### src/rtl/middle_nonlinear_pipe.sv
// Multi-lane pipelined middle nonlinear section of the depth-16 Boyar-Peralta AES S-box.
// Maps top-linear terms T0..T26 plus D to the shared nonlinear terms M0..M62 per lane.

module mnl_lane #(
  parameter int STAGES = 2
) (
  input  logic              clk,
  input  logic              reset_n,
  input  logic [STAGES-1:0] ld,
  input  logic              en,
  input  logic [26:0]       t,
  input  logic              d,
  output logic [62:0]       m
);

  // M0..M22: everything up to the first cut
  function automatic logic [22:0] mid_a(input logic [26:0] ti, input logic di);
    logic [22:0] r;
    r[0]  = ti[12] & ti[5];
    r[1]  = ti[22] & ti[7];
    r[2]  = ti[13] ^ r[0];
    r[3]  = ti[18] & di;
    r[4]  = r[3] ^ r[0];
    r[5]  = ti[2] & ti[15];
    r[6]  = ti[21] & ti[8];
    r[7]  = ti[25] ^ r[5];
    r[8]  = ti[19] & ti[16];
    r[9]  = r[8] ^ r[5];
    r[10] = ti[0] & ti[14];
    r[11] = ti[3] & ti[26];
    r[12] = r[11] ^ r[10];
    r[13] = ti[1] & ti[9];
    r[14] = r[13] ^ r[10];
    r[15] = r[2] ^ r[1];
    r[16] = r[4] ^ ti[23];
    r[17] = r[7] ^ r[6];
    r[18] = r[9] ^ r[14];
    r[19] = r[15] ^ r[12];
    r[20] = r[16] ^ r[14];
    r[21] = r[17] ^ r[12];
    r[22] = r[18] ^ ti[24];
    return r;
  endfunction

  // M23..M44: GF(2^4) inversion core, depends only on M19..M22
  function automatic logic [44:0] mid_b(input logic [22:0] mi);
    logic [44:0] r;
    r[22:0] = mi;
    r[23] = r[21] ^ r[22];
    r[24] = r[21] & r[19];
    r[25] = r[20] ^ r[24];
    r[26] = r[19] ^ r[20];
    r[27] = r[22] ^ r[24];
    r[28] = r[27] & r[26];
    r[29] = r[25] & r[23];
    r[30] = r[19] & r[22];
    r[31] = r[26] & r[30];
    r[32] = r[26] ^ r[24];
    r[33] = r[20] & r[21];
    r[34] = r[23] & r[33];
    r[35] = r[23] ^ r[24];
    r[36] = r[20] ^ r[28];
    r[37] = r[31] ^ r[32];
    r[38] = r[22] ^ r[29];
    r[39] = r[34] ^ r[35];
    r[40] = r[37] ^ r[39];
    r[41] = r[36] ^ r[38];
    r[42] = r[36] ^ r[37];
    r[43] = r[38] ^ r[39];
    r[44] = r[41] ^ r[40];
    return r;
  endfunction

  // M45..M62: final multiplications against the carried T/D terms
  function automatic logic [62:0] mid_c(input logic [44:0] mi, input logic [26:0] ti,
                                        input logic di);
    logic [62:0] r;
    r[44:0] = mi;
    r[45] = r[43] & ti[5];
    r[46] = r[39] & ti[7];
    r[47] = r[38] & di;
    r[48] = r[42] & ti[15];
    r[49] = r[37] & ti[8];
    r[50] = r[36] & ti[16];
    r[51] = r[41] & ti[14];
    r[52] = r[44] & ti[26];
    r[53] = r[40] & ti[9];
    r[54] = r[43] & ti[12];
    r[55] = r[39] & ti[22];
    r[56] = r[38] & ti[18];
    r[57] = r[42] & ti[2];
    r[58] = r[37] & ti[21];
    r[59] = r[36] & ti[19];
    r[60] = r[41] & ti[0];
    r[61] = r[44] & ti[3];
    r[62] = r[40] & ti[1];
    return r;
  endfunction

  // A disabled lane enters as all-zero; the function maps zero to zero downstream.
  logic [26:0] tz;
  logic        dz;
  assign tz = en ? t : '0;
  assign dz = en & d;

  if (STAGES == 1) begin : g_s1
    always_ff @(posedge clk)
      if (!reset_n)   m <= '0;
      else if (ld[0]) m <= mid_c(mid_b(mid_a(tz, dz)), tz, dz);
  end else begin : g_sn
    // Only the T terms needed by the last multiplication layer are carried.
    localparam logic [26:0] CARRY = 27'h46DD3AF;
    logic [22:0] a_m;
    logic [26:0] a_t;
    logic        a_d;

    always_ff @(posedge clk)
      if (!reset_n) begin
        a_m <= '0;
        a_t <= '0;
        a_d <= 1'b0;
      end else if (ld[0]) begin
        a_m <= mid_a(tz, dz);
        a_t <= tz & CARRY;
        a_d <= dz;
      end

    if (STAGES == 2) begin : g_s2
      always_ff @(posedge clk)
        if (!reset_n)   m <= '0;
        else if (ld[1]) m <= mid_c(mid_b(a_m), a_t, a_d);
    end else begin : g_s3
      logic [44:0] b_m;
      logic [26:0] b_t;
      logic        b_d;

      always_ff @(posedge clk)
        if (!reset_n) begin
          b_m <= '0;
          b_t <= '0;
          b_d <= 1'b0;
        end else if (ld[1]) begin
          b_m <= mid_b(a_m);
          b_t <= a_t;
          b_d <= a_d;
        end

      always_ff @(posedge clk)
        if (!reset_n)   m <= '0;
        else if (ld[2]) m <= mid_c(b_m, b_t, b_d);
    end
  end

endmodule

module middle_nonlinear_pipe #(
  parameter int LANES  = 4,
  parameter int STAGES = 2,
  parameter int TAG_W  = 8
) (
  input  logic                  clk,
  input  logic                  reset_n,
  input  logic                  in_valid,
  output logic                  in_ready,
  input  logic [27*LANES-1:0]   in_t,
  input  logic [LANES-1:0]      in_d,
  input  logic [LANES-1:0]      in_lane_en,
  input  logic [TAG_W-1:0]      in_tag,
  output logic                  out_valid,
  input  logic                  out_ready,
  output logic [63*LANES-1:0]   out_m,
  output logic [LANES-1:0]      out_lane_en,
  output logic [TAG_W-1:0]      out_tag,
  output logic [1:0]            occupancy
);

  if (STAGES < 1 || STAGES > 3) begin : g_bad_stages
    $error("middle_nonlinear_pipe: STAGES must be 1, 2 or 3");
  end
  if (LANES < 1 || LANES > 16 || TAG_W < 1) begin : g_bad_dims
    $error("middle_nonlinear_pipe: LANES must be 1..16 and TAG_W >= 1");
  end

  logic [STAGES-1:0]            v, room, adv, ld;
  logic [STAGES-1:0][LANES-1:0] en_q;
  logic [STAGES-1:0][TAG_W-1:0] tag_q;

  // Walk back from the output: a stage has room if it or anything after it can drain.
  always_comb begin
    logic r;
    r    = out_ready;
    room = '0;
    adv  = '0;
    ld   = '0;
    for (int s = STAGES - 1; s >= 0; s--) begin
      adv[s]  = v[s] & r;
      r       = r | ~v[s];
      room[s] = r;
    end
    ld[0] = in_valid & reset_n & room[0];
    for (int s = 1; s < STAGES; s++) ld[s] = adv[s-1];
  end

  assign in_ready = reset_n & room[0];

  always_ff @(posedge clk)
    if (!reset_n) begin
      v     <= '0;
      en_q  <= '0;
      tag_q <= '0;
    end else begin
      for (int s = 0; s < STAGES; s++)
        if (ld[s])       v[s] <= 1'b1;
        else if (adv[s]) v[s] <= 1'b0;
      if (ld[0]) begin
        en_q[0]  <= in_lane_en;
        tag_q[0] <= in_tag;
      end
      for (int s = 1; s < STAGES; s++)
        if (ld[s]) begin
          en_q[s]  <= en_q[s-1];
          tag_q[s] <= tag_q[s-1];
        end
    end

  for (genvar k = 0; k < LANES; k++) begin : g_lane
    mnl_lane #(.STAGES(STAGES)) u_lane (
      .clk     (clk),
      .reset_n (reset_n),
      .ld      (ld),
      .en      (in_lane_en[k]),
      .t       (in_t[27*k +: 27]),
      .d       (in_d[k]),
      .m       (out_m[63*k +: 63])
    );
  end

  assign out_valid   = v[STAGES-1];
  assign out_lane_en = en_q[STAGES-1];
  assign out_tag     = tag_q[STAGES-1];

  always_comb begin
    occupancy = '0;
    for (int s = 0; s < STAGES; s++) occupancy = occupancy + 2'(v[s]);
  end

endmodule

### config.mk
export PLATFORM = sky130hd
export DESIGN_NAME = middle_nonlinear_pipe
export DESIGN_NICKNAME = d
export VERILOG_FILES = /design/src/rtl/middle_nonlinear_pipe.sv
export SDC_FILE = /design/constraint.sdc
export NUM_CORES = 1
export LEC_CHECK = 0
export ABC_CLOCK_PERIOD_IN_PS = 2850
export CELL_PAD_IN_SITES_DETAIL_PLACEMENT = 1
export CELL_PAD_IN_SITES_GLOBAL_PLACEMENT = 1
export CORE_AREA = 2 2 209 232
export DETAILED_ROUTE_END_ITERATION = 6
export DIE_AREA = 0 0 211 234
export GPL_ROUTABILITY_DRIVEN = 0
export GPL_TIMING_DRIVEN = 0
export MAX_ROUTING_LAYER = met4
export PLACE_DENSITY_LB_ADDON = 0.1
export REMOVE_ABC_BUFFERS = 1
export SLEW_MARGIN = 15
export SYNTH_ARGS = -nofsm -noshare
export SYNTH_HDL_FRONTEND = slang
export SYNTH_HIERARCHICAL = 1
export SYNTH_SLANG_ARGS = --single-unit
### constraint.sdc
create_clock -name clk -period 2.85 [get_ports clk]
set_input_delay 0.4275 -clock clk [delete_from_list [all_inputs] [get_ports clk]]
set_output_delay 0.4275 -clock clk [all_outputs]
set_load 0.02 [all_outputs]
==> run summary <==
Fin. Hold Viols: 0
Clk pwr share: 0.428
H-tree lvl count: 2
power share of the combinational group: 0.109
top post-synthesis cells by area: dfxtp_1 (50%), mux2i_1 (7.7%), nor2_1 (6.8%)
clock tree buffer depth: 3
post-route ant nets: 0
initial DRC count: 812
Worst-path clk slew: 0.06 ns
Worst R2R Path Depth: 7
outcome: complete, no violations
die height: 234 um
Port Buf Inserts: 371
first-pass GRT wire length: 87100 um
routed len/inst: 19.3 um
# fillers: 5369
Sw Share: 0.258
Worst Setup Start Kind: register
Setup Skew: 0.0180 ns
Post-synth EDFFs: 0
Slew Limit Fails: 0
starting density of the core: 0.376
total power divided by cell area: 601 nW/um^2
Post-synth top flop: dfxtp_1
Setup crit end kind: output pin
final instance area: 23400 sq um
clk root buf: clkbuf_16
most common cell after layout, fill and taps aside: dfxtp_1
core area: 47200 sq um
worst hold margin: 0.298 ns
internal power: 10.5 mW
Psw: 3.64 mW
Site Rows: 84
worst-margin pin slew: 1.11 ns
area grow syn2layout: 32.1%
Yosys reg bits: 442
Placed Area: 21800 sq um
Worst slew margin: 0.258
fin cells: 2918
fraction of layout cells with a size suffix above 1: 0.0649
syn avg cell area: 8.89 sq um
Die ar.: 49400 sq um
Worst Path Required: 2.42 ns
Seq pwr share: 0.463
commonest cells after routing, fill and taps aside: dfxtp_1 (441), clkdlybuf4s50_1 (370), nor2_1 (321)
die width: 211 um
R2R setup slack: 0.26 ns
largest net degree at the start of global routing: 59
global route overflow: 0
arrival time worst endpoint: 2.26 ns
Slowest Stage Delay on Critical Path: 0.62 ns
CP delay by family, top: buffers and inverters
vias per std cell: 5.19
top cell type's share of synthesized area: 0.499
Yosys cell types: 45
initial antenna violation count: 5
Max Cap Viol: 0
num ports: 396
Clk Latency, worst-skew pair: 0.58 ns
CP Depth: 3
Mapped Cells: 1994
CP bufs+invs: 1
max frequency: 372 MHz
Final Critical Period: 2.69 ns
dpl hpwl: 38200 um
Critical Path Fanout Max: 16
CTS Buf Count: 49
vias in the first global route: 15366
Period Utilization, post-route: 0.944
TritonRoute pass-1 iters: 5
CTS Sinks: 442
kind of critical path: register to output pin
CTS tree: built
Mapped Area: 17700 sq um
# DRC: 0
Crit-path slowest cell: clkdlybuf4s50_1
yosys warns: 6
CP cell instances: nor2b_4, a21oi_1, clkdlybuf4s50_1
IR drop worst, VDD: 0.000447 V
Hold Crit Depth: 3
Inst Count DP: 2824
post-synthesis sequential area ratio: 0.499
post-synth top area cell: dfxtp_1
Tot GR Track Use: 0.227
WL final: 56200 um
nets: 2408
Static Leak: 8.36 nW
final number of setup-violating endpoints: 0
RSZ-0062 raised after global routing: no
async set or reset register ratio after synthesis: 0
worst hold path type: input pin to register
vias: 15144
## power by group through the flow
stage / clock (mW) / combinational, mW / sequential [mW]
floorplan: 0 / 0.787 / 6.70
global route: 6.46 / 1.67 / 6.56
finish: 6.03 / 1.53 / 6.53
detailed placement: 0 / 1.53 / 6.66
global placement: 0 / 1.54 / 6.66
CTS: 6.22 / 1.54 / 6.53
## metrics by stage
step,setup WS (ns),power (mW),TNS (ns),utilization
after floorplan,-10.12,7.49,-2402.98,-
after global placement,-19.07,8.19,-5240.41,0.451
after detailed placement,-0.829,8.20,-127.16,0.463
after CTS,0.0444,14.3,0,0.496
after global routing,0.0265,14.7,0,0.496
final,0.161,14.1,0,0.496
## cell usage after synthesis, types with 21 or more instances
library cell    n
buf_4          40
clkbuf_1       38
nor2_1        322
nand2b_1       21
a22oi_1       104
a21oi_1       183
dfxtp_1       442
inv_1          22
o21ai_0        80
nand3_1        84
buf_2          45
mux2i_1       136
nand4_1        24
buf_1          32
xor2_1         36
nand2_1       181
xnor2_1        24
## flip-flops by register name (all words and copies together) (netlist names)
register,flops
en_q,4
g_lane.u_lane/g_sn.a_d,4
g_lane.u_lane/g_sn.a_m,92
g_lane.u_lane/g_sn.a_t,68
g_lane.u_lane/m,252
out_lane_en,4
out_tag,8
tag_q,8
v,2
## worst min-delay path: stages
cell	delay, ns
buf_4	0.22
nand2_1	0.11
o21ai_0	0.06
## logic make-up after synthesis
| logic type | share of synthesized area |
|---|---|
| mux | 0.0768 |
| simple gates | 0.177 |
| buf+inv | 0.0567 |
| fa+ha+maj | 0.000706 |
| flops | 0.499 |
| compound gates | 0.153 |
| xor+xnor | 0.0370 |
## cell type report
class | count | area [sq um] | share of cell area
Antenna cell | 5 | 12.5 | 0.000534
Clock buffer | 68 | 1420 | 0.0605
Clock inverter | 15 | 88.8 | 0.00379
Inverter | 30 | 140 | 0.00598
Multi-Input combinational cell | 1358 | 7890 | 0.337
Sequential cell | 442 | 8850 | 0.378
Tap cell | 602 | 753 | 0.0321
Timing Repair Buffer | 398 | 4280 | 0.183
## per-layer routing
metal,vias to the layer above,global-route usage,routed length [um]
met1,7389,0.286,25200
li1,7362,-,-
met2,308,0.366,26700
met5,-,-,0
met3,85,0.0494,3040
met4,0,0.0689,1360
## what timing repair did
action / CTS / global route
hold buffers: 0 / 0
gates resized for setup: 5 / 5
endpoints found under the setup margin: 279 / 16
setup buffers: 3 / 3
pin swaps: 1 / 0
## final timing paths
check,startpoint,end
max,v[1]$_SDFFE_PN0P_,in_ready
min,reset_n,g_lane[2].u_lane/m[51]$_SDFFE_PN0P_
max reg2reg,v[1]$_SDFFE_PN0P_,g_lane[1].u_lane/g_sn.a_t[5]$_SDFFE_PN0P_
min reg2reg,g_lane[1].u_lane/g_sn.a_t[0]$_SDFFE_PN0P_,g_lane[1].u_lane/m[60]$_SDFFE_PN0P_
No activity file was read; power rests on OpenSTA's default activity.
